==> config.mk <==
export PLATFORM = sky130hd
export DESIGN_NAME = counter_bounded
export DESIGN_NICKNAME = d
export VERILOG_FILES = /design/src/rtl/counter_bounded.sv
export SDC_FILE = /design/constraint.sdc
export NUM_CORES = 1
export LEC_CHECK = 0
export ABC_AREA = 1
export BUFFER_PORTS_ARGS = -buffer_cell sky130_fd_sc_hd__buf_4
export CAP_MARGIN = 15
export CORE_AREA = 2 2 67 85
export DETAILED_ROUTE_END_ITERATION = 8
export DIE_AREA = 0 0 69 87
export HOLD_SLACK_MARGIN = 0.03
export SLEW_MARGIN = 20
export SYNTH_ARGS = -nofsm -noshare
export SYNTH_HDL_FRONTEND = slang
export SYNTH_SLANG_ARGS = --single-unit
==> constraint.sdc <==
create_clock -name clk_i -period 7.05 [get_ports clk_i]
set_input_delay 1.0575 -clock clk_i [delete_from_list [all_inputs] [get_ports clk_i]]
set_output_delay 1.0575 -clock clk_i [all_outputs]
set_load 0.005 [all_outputs]
==> src/rtl/counter_bounded.sv <==
// rtl/counter_bounded.sv - up/down counter held between runtime bounds, wrap or saturate
// Reports the bound it sits on, pulses wrap_o on a crossing and keeps sticky over/underflow flags.
module counter_bounded #(
   parameter int                    WORD_WIDTH    = 8,
   parameter logic [WORD_WIDTH-1:0] INCREMENT     = 'd1,
   parameter logic [WORD_WIDTH-1:0] INITIAL_COUNT = '0
) (
   input  logic                  clk_i,
   input  logic                  rst_ni,
   input  logic                  run_i,
   input  logic                  up_down_i,
   input  logic                  mode_i,
   input  logic                  load_i,
   input  logic [WORD_WIDTH-1:0] load_count_i,
   input  logic [WORD_WIDTH-1:0] lower_bound_i,
   input  logic [WORD_WIDTH-1:0] upper_bound_i,
   input  logic                  clear_flags_i,
   output logic [WORD_WIDTH-1:0] count_o,
   output logic                  at_upper_o,
   output logic                  at_lower_o,
   output logic                  wrap_o,
   output logic                  overflow_o,
   output logic                  underflow_o
);

   // One extra bit on every sum/compare so a step past 2^W-1 or below 0 is seen as a crossing.
   logic [WORD_WIDTH:0] up_sum;
   logic [WORD_WIDTH:0] lower_plus_inc;
   logic                up_cross;
   logic                down_cross;
   logic                bounds_ok;
   logic                step_en;
   logic                set_overflow;
   logic                set_underflow;

   assign up_sum         = {1'b0, count_o} + {1'b0, INCREMENT};
   assign lower_plus_inc = {1'b0, lower_bound_i} + {1'b0, INCREMENT};
   assign up_cross       = up_sum > {1'b0, upper_bound_i};
   assign down_cross     = {1'b0, count_o} < lower_plus_inc;
   assign bounds_ok      = lower_bound_i <= upper_bound_i;
   assign step_en        = !load_i && run_i && bounds_ok;
   assign set_overflow   = step_en && !up_down_i && up_cross;
   assign set_underflow  = step_en && up_down_i && down_cross;

   assign at_upper_o = count_o == upper_bound_i;
   assign at_lower_o = count_o == lower_bound_i;

   always_ff @(posedge clk_i or negedge rst_ni) begin
      if (!rst_ni) begin
         count_o     <= INITIAL_COUNT;
         wrap_o      <= 1'b0;
         overflow_o  <= 1'b0;
         underflow_o <= 1'b0;
      end else begin
         if (load_i) begin
            count_o <= load_count_i;
            wrap_o  <= 1'b0;
         end else if (step_en) begin
            if (!up_down_i) begin
               if (up_cross) begin
                  count_o <= mode_i ? upper_bound_i : lower_bound_i;
                  wrap_o  <= 1'b1;
               end else begin
                  count_o <= up_sum[WORD_WIDTH-1:0];
                  wrap_o  <= 1'b0;
               end
            end else begin
               if (down_cross) begin
                  count_o <= mode_i ? lower_bound_i : upper_bound_i;
                  wrap_o  <= 1'b1;
               end else begin
                  count_o <= count_o - INCREMENT;
                  wrap_o  <= 1'b0;
               end
            end
         end else begin
            wrap_o <= 1'b0;
         end

         // A crossing in the same cycle as a clear keeps its flag set.
         overflow_o  <= set_overflow  || (overflow_o  && !clear_flags_i);
         underflow_o <= set_underflow || (underflow_o && !clear_flags_i);
      end
   end

endmodule

After elaboration in Yosys (flattened, before gate mapping)
Cells that the tools add are included.

word-level totals
  output and inout port bits = 13
  bits of input ports = 31
  register bits after elaboration = 11
  word-level logic and storage cells = 38

operators by class
  $lt $le $gt $ge = 3
  muxes and demuxes = 12
  add/subtract/negate cells = 3
  equal/unequal tests = 2
  reduce and logical (&&, ||, !) cells = 14

operators with widths
  operator                                          count
  two-way mux 8 bit                                 7
  adder 8 x 1 -> 9 bit, second input constant       2
  == test 8 bit                                     2
  greater-than comparator 9 x 8 -> 1 bit            1
  less-than comparator 8 x 9 -> 1 bit               1
  <= comparator 8 bit                               1
  logical AND 1 bit                                 8
  subtractor 8 x 1 -> 8 bit, second input constant  1
  two-way mux 1 bit                                 5
  zero test 1 bit                                   3
  logical OR 1 bit                                  2
  nonzero test 2 bit                                1

Depth between registers and ports, before layout
Gate-level depths: netlist (run 1).

  depth in word-level cells = 6
  mapped depth = 20
  mapped depth without buffers = 19

Worst setup path after synthesis (run 1)
No wires, ideal clock.

  path kind = input-to-output
  start = in lower_bound_i[0]
  end = out at_lower_o
  buffers on the path = 0
  slack = 4.160 ns
  stages on the path = 5
  data arrival time = 1.833 ns
  required time = 5.992 ns
  cell sequence = inv_1 ha_1 a21oi_1 o2111ai_1 nor4_1

on the way
  cells in the longest elaborated chain, start to end = 1

ends and longest elaborated chain
  what             line  text
  start, declared  15    input logic [WORD_WIDTH-1:0] lower_bound_i,
  == test 8 bit    46    assign at_lower_o = count_o == lower_bound_i;
  end, declared    20    output logic at_lower_o,

No other way between the ends.

Worst setup path in the final report (run 1)
Ends and elaborated chain as after synthesis.

==> results of run 1 <==
==> how the worst min path moves through the flow <==
| stage | to | startpoint | slack (ns) | cells after the start |
|---|---|---|---|---|
| finish | underflow_o | underflow_o | 0.52 | 2 |
| global route | underflow_o | underflow_o | 0.58 | 2 |
| CTS | underflow_o | underflow_o | 0.53 | 2 |
| detailed placement | underflow_o | underflow_o | 0.53 | 2 |
| global placement | underflow_o | underflow_o | 0.51 | 2 |
| floorplan | underflow_o | underflow_o | 0.51 | 2 |
==> through the flow <==
step	cells	util, %	setup WS [ns]	hold slack [ns]	cell area [um^2]
3_3_place_gp	452	48.0	3.81	0.506	2520
6_report	456	48.8	3.85	0.524	2560
5_1_grt	456	48.8	3.75	0.577	2560
2_1_floorplan	355	-	4.16	0.508	2180
4_1_cts	456	48.8	3.81	0.534	2560
3_5_place_dp	452	48.0	3.82	0.526	2520
==> sequential cells by signal, indices dropped and copies added, names as in the netlist <==
signal,count
wrap_o,1
overflow_o,1
count_o,8
underflow_o,1
==> power by group through the flow <==
stage / clock network, mW / logic, mW / registers, mW
CTS: 0.0645 / 0.253 / 0.106
global placement: 0 / 0.249 / 0.107
finish: 0.0638 / 0.252 / 0.107
floorplan: 0 / 0.191 / 0.0853
global route: 0.0687 / 0.292 / 0.108
detailed placement: 0 / 0.252 / 0.107
==> cells in the final DEF, fill, tap and decap left out, drive strengths merged <==
master | synthesis | routed
o221ai | 1 | 1
a221oi | 1 | 1
o21bai | 1 | 1
o21a | 1 | 1
a21oi | 12 | 12
nand4 | 2 | 2
ha | 27 | 27
nand3b | 1 | 1
buf | 7 | 43
nand2 | 114 | 114
xor2 | 16 | 16
o2111ai | 1 | 1
dfrtp | 11 | 11
o22ai | 3 | 3
nor3 | 1 | 1
inv | 46 | 46
o21ai | 23 | 23
nor4 | 2 | 2
nor2 | 27 | 27
clkbuf | 3 | 4
xnor2 | 4 | 4
nand3 | 50 | 50
o211ai | 1 | 1
==> cells by family after synthesis <==
kind of cell | share of synthesized area [%]
AOI/OAI and AO/OA | 11.8
adders and majority gates | 15.5
buffers and inverters | 10.7
and+or+nand+nor | 41.2
xor gates and xnor gates | 8.04
DFF | 12.6
==> cells in the mapped netlist <==
| master | n |
|---|---|
| o21a_1 | 1 |
| o21ai_1 | 3 |
| a21oi_4 | 1 |
| o21ai_0 | 20 |
| a21oi_2 | 1 |
| nand2_2 | 7 |
| buf_2 | 4 |
| nor3_2 | 1 |
| xor2_1 | 16 |
| nor2_2 | 4 |
| nor2_4 | 1 |
| nand3_2 | 1 |
| inv_1 | 42 |
| o211ai_1 | 1 |
| buf_4 | 1 |
| nor2_1 | 22 |
| buf_6 | 2 |
| inv_2 | 4 |
| o2111ai_1 | 1 |
| nand2_1 | 103 |
| ha_1 | 27 |
| clkbuf_1 | 3 |
| xnor2_1 | 4 |
| o21bai_1 | 1 |
| dfrtp_1 | 11 |
| nand4_1 | 1 |
| nand4_2 | 1 |
| o221ai_1 | 1 |
| nand3b_1 | 1 |
| o22ai_1 | 3 |
| a21oi_1 | 10 |
| nand2_4 | 4 |
| nor4_1 | 2 |
| nand3_1 | 49 |
| a221oi_1 | 1 |
==> tightest hold or removal path: stages, from the launching register on <==
cell,delay [ns]
dfrtp_1,0.37
inv_1,0.06
o21ai_1,0.05
==> area by class of cell <==
cell class | count | share of cell area (%)
Tap cell | 64 | 3.12
Multi-Input combinational cell | 288 | 65.1
Clock buffer | 4 | 1.76
Timing Repair Buffer | 43 | 12.6
Sequential cell | 11 | 10.7
Inverter | 46 | 6.73
==> per-layer routing <==
layer	wire, um	vias to the layer above	share of wire [%]	GRT usage, %
li1	-	1229	-	-
met1	2910	1036	43	30.2
met2	3240	69	48	41.0
met3	370	14	5.5	1.39
met4	208	0	3.1	7.31
met5	0	-	0	0
==> flow_summary.ini, run 1 <==
[setup_path]
worst_path_max_delay_cell = ha_1
crit_chain = buf_4, inv_1, ha_1, a21oi_1, o2111ai_1, nor4_1, buf_4
worstSetupEndpointType = output pin
critPathRequiredTime_ns = 5.99
r2r_cells = 18
reg2reg_slack_ns = 4.21
cp_common_cell = buf_4
cp-startpoint = lower_bound_i[0]
r2r-start = count_o[1]
endpoint = at_lower_o
path_class = input port to output pin
r2r-end = count_o[3]
cp-start-kind = input port
cp_top_family = buffers and inverters
crit_buf_inv = 3
crit_fanout = 4
worstPathArrival_ns = 2.14
max_stage_delay_ns = 0.24
cp.depth = 7

[pwr]
p_seq_share_pct = 25.2
total_power_uw = 422
combinationalPowerShare_pct = 59.6
clkPwrFrac_pct = 15.1
p_int_uw = 214
switchingPower_uw = 208
power_density_nw_per_um2 = 165
irDropWorstVdd_mv = 0.0863
switching_share_pct = 49.3
leakagePower_nw = 1.37

[timing]
hold_viol = 0
clock_skew_ns = 0.00211
rsz0062_at_grt = false
max_freq_mhz = 312
min_period_ns = 3.20
slew_viol_final = 0
slew_headroom_pct = 58.1
tightestPinTransition_ns = 0.629
period_share_pct = 45.4
finalSetupViolations = 0
tns_ns = 0

[synth]
synth_nets = 413
synth_area_leader_cell = nand2_1
ys_ff_latch = 11
synth_area_um2 = 2180
synth_area_leaders = nand2_1 18%, ha_1 16%, dfrtp_1 13%
yosysSeqAreaShare_pct = 12.6
synth_area_per_cell_um2 = 6.14
synthCells = 355
yosys.area.top_type_share_pct = 17.7
synth-warning-count = 0
synthDistinctLibCells = 35

[clock_tree]
post_cts_buffers = 0
max-clock-path-buffers = 2
h-tree-depth = 1
cts_sinks = 11
post_cts_resized = 0
cts_hold_buf = 0
clk_latency_ns = 0.24
cts_tree = yes
cts_buffers = 3
clkTransAtPathRegs_ns = 0.05
root_buffer = clkbuf_8

[route]
drc = 0
viasPerCell = 5.15
first_pass_iters = 4
post_drt_wl_per_cell_um = 14.8
drtIter0Drc = 139
postRouteWirelength_mm = 6.73
vias = 2348
antenna_left = 0

[floorplan]
die_h_um = 87
initial_core_util_pct = 41.5
dieArea_um2 = 6000
core_area_um2 = 5260
ios = 44
rows = 30
die_w_um = 69

[global_routing]
grt_pass1_vias = 2194
grt_pass1_wl_mm = 11.0
grt-ovfl-total = 0
antenna_found_initial = 0
gr-usage-all-layers_pct = 23.2
grt_max_degree = 30

[job]
maxCapViolCount = 0

[finish]
drive_above_1_share_pct = 18.1
n_antenna_cell = 0
final_nets = 451
multi_input_area_um2 = 1670
fillers = 582
syn_to_final_growth_pct = 17.7
seq_area_um2 = 275

[place]
dp_hpwl_mm = 5.35
gp_congestion = 0.926
port_buffers = 43

[hold_path]
hp-class = register to register

[status]
status = finished clean
Power figures use the tool's default switching activity.
==> run 2: changes to the inputs <==
PLACE_DENSITY = 0.66   (was not set)
clock period = 2.85 ns   (was 7.05 ns; I/O delays follow)
==> run 2 against run 1 <==
Compared with the run above:
- sequential cell count is the same
- utilization grew 1.3 points
- worst hold slack lost 0.15 ns
- clock skew grew 0.0021 ns
- design area grew 2.7%
- final cell count grew 2.0%
- global-route usage grew 1.0 points
- via count grew 4.7%
- sequential share of layout area shrank 0.29 points
- total power grew to 2.6 times the previous value
- critical path depth grew 11
- highest routed layer unchanged
==> flow_summary.ini, run 2 (synthesis gave the netlist of run 1 again) <==
[finish]
final_cell_mix = 103 x nand2_1, 51 x buf_4, 49 x nand3_1, 42 x inv_1, 27 x ha_1
multi_input_area_um2 = 1670
regMostFlops = count_o
drive_above_1_share_pct = 19.7
syn_to_final_growth_pct = 21.0
n_antenna_cell = 0
seq_area_um2 = 275
largest_reg_flops = 8
final_nets = 460
fillers = 576
layout.cells.most_common = nand2_1

[place]
dp_hpwl_mm = 5.76
port_buffers = 43
gp_congestion = 0.977

[timing]
hold_viol = 0
tns_ns = 0
whs_ns = 0.371
rsz0062_at_grt = false
slew_headroom_pct = 68.2
period_share_pct = 87.8
slew_viol_final = 0
tightestPinTransition_ns = 0.477
max_freq_mhz = 400
clock_skew_ns = 0.00419
finalSetupViolations = 0
min_period_ns = 2.50

[setup_path]
worstSetupEndpointType = register
crit_chain = ha_1, nand3_2, nor2_1, xor2_1, inv_1, ha_1, nand2_1, nand2_1, nand2_1, nand2_1, nor2_1, nand2_4, nand2_4, nand2_1, nand3_1, nand3_1, nand2_1, nand2_1
crit_fanout = 10
cp-start-kind = register
cp_common_cell = nand2_1
path_class = register to register
worstPathArrival_ns = 2.63
max_stage_delay_ns = 0.39
worst_path_max_delay_cell = dfrtp_1
critPathRequiredTime_ns = 2.98

[route]
vias = 2459
post_drt_wl_per_cell_um = 14.9
drtIter0Drc = 166
postRouteWirelength_mm = 6.95
antenna_left = 0
viasPerCell = 5.29
drc = 0
first_pass_iters = 5

[clock_tree]
post_cts_buffers = 0
cts_hold_buf = 1
root_buffer = clkbuf_8
cts_sinks = 11
h-tree-depth = 1
clkTransAtPathRegs_ns = 0.05
clk_latency_ns = 0.24
cts_tree = yes
cts_buffers = 3
max-clock-path-buffers = 2
post_cts_resized = 0

[global_routing]
grt_pass1_vias = 2439
grt-ovfl-total = 0
grt_pass1_wl_mm = 11.7
grt_max_degree = 30
antenna_found_initial = 0
gr-usage-all-layers_pct = 24.2

[floorplan]
ios = 44
core_area_um2 = 5260
initial_core_util_pct = 41.5
rows = 30
die_w_um = 69
dieArea_um2 = 6000
die_h_um = 87

[job]
maxCapViolCount = 0

[status]
status = finished clean

[hold_path]
hp-class = input port to register

[pwr]
power_density_nw_per_um2 = 413
leakagePower_nw = 1.42
irDropWorstVdd_mv = 0.147
-- run 2: changes by cell type in the layout (fill, tap and decap cells not counted), sizes merged --
cell,delta
buf,+8
dlygate4sd3,+1
-- run 2: critical path: cells and delay by family (launching register included) --
family                     cells  cell delay, ns
DFF                            1            0.39
and+or+nand+nor               14            1.22
adders and majority gates      2            0.52
buffers and inverters          1            0.06
xor gates and xnor gates       1            0.20
-- run 2: layout make-up --
class	count	share of cell area, %
Clock buffer	4	1.71
Sequential cell	11	10.4
Inverter	46	6.55
Tap cell	64	3.04
Multi-Input combinational cell	288	63.3
Timing Repair Buffer	52	14.9
-- run 2: report_power, final --
group / internal [mW] / switching, mW
Sequential: 0.179 / 0.0331
Clock: 0.0983 / 0.0601
Combinational: 0.281 / 0.436
Total: 0.558 / 0.529
-- run 2: final timing paths --
path                                    start          end  slack, ns  depth (start not counted)
worst max register to register     count_o[0]   count_o[1]       0.35                         18
worst min-delay path            clear_flags_i  underflow_o       0.37                          2
worst min register to register    underflow_o  underflow_o       0.51                          2
min in group asynchronous              rst_ni   count_o[7]       0.55                          2
worst max-delay path               count_o[0]   count_o[1]       0.35                         18
max in group asynchronous              rst_ni   count_o[0]       2.14                          2
-- run 2: stage by stage --
step,instance area (um^2),utilization (%),worst slack [ns],power [mW],cells
after floorplan,2180,-,0.470,0.683,355
after global placement,2580,49.1,0.358,0.918,460
after detailed placement,2580,49.1,0.358,0.923,460
after CTS,2640,50.1,0.361,1.08,465
after global routing,2640,50.1,0.0552,1.19,465
final,2640,50.1,0.347,1.09,465
-- run 2: metal layers --
metal,track usage (%),wire (um),part of all wire (%),vias up
met5,0,0,0,-
met4,10.5,276,4.0,0
met3,2.20,466,6.7,27
met2,41.5,3190,46,101
met1,30.9,3020,43,1083
li1,-,-,-,1248
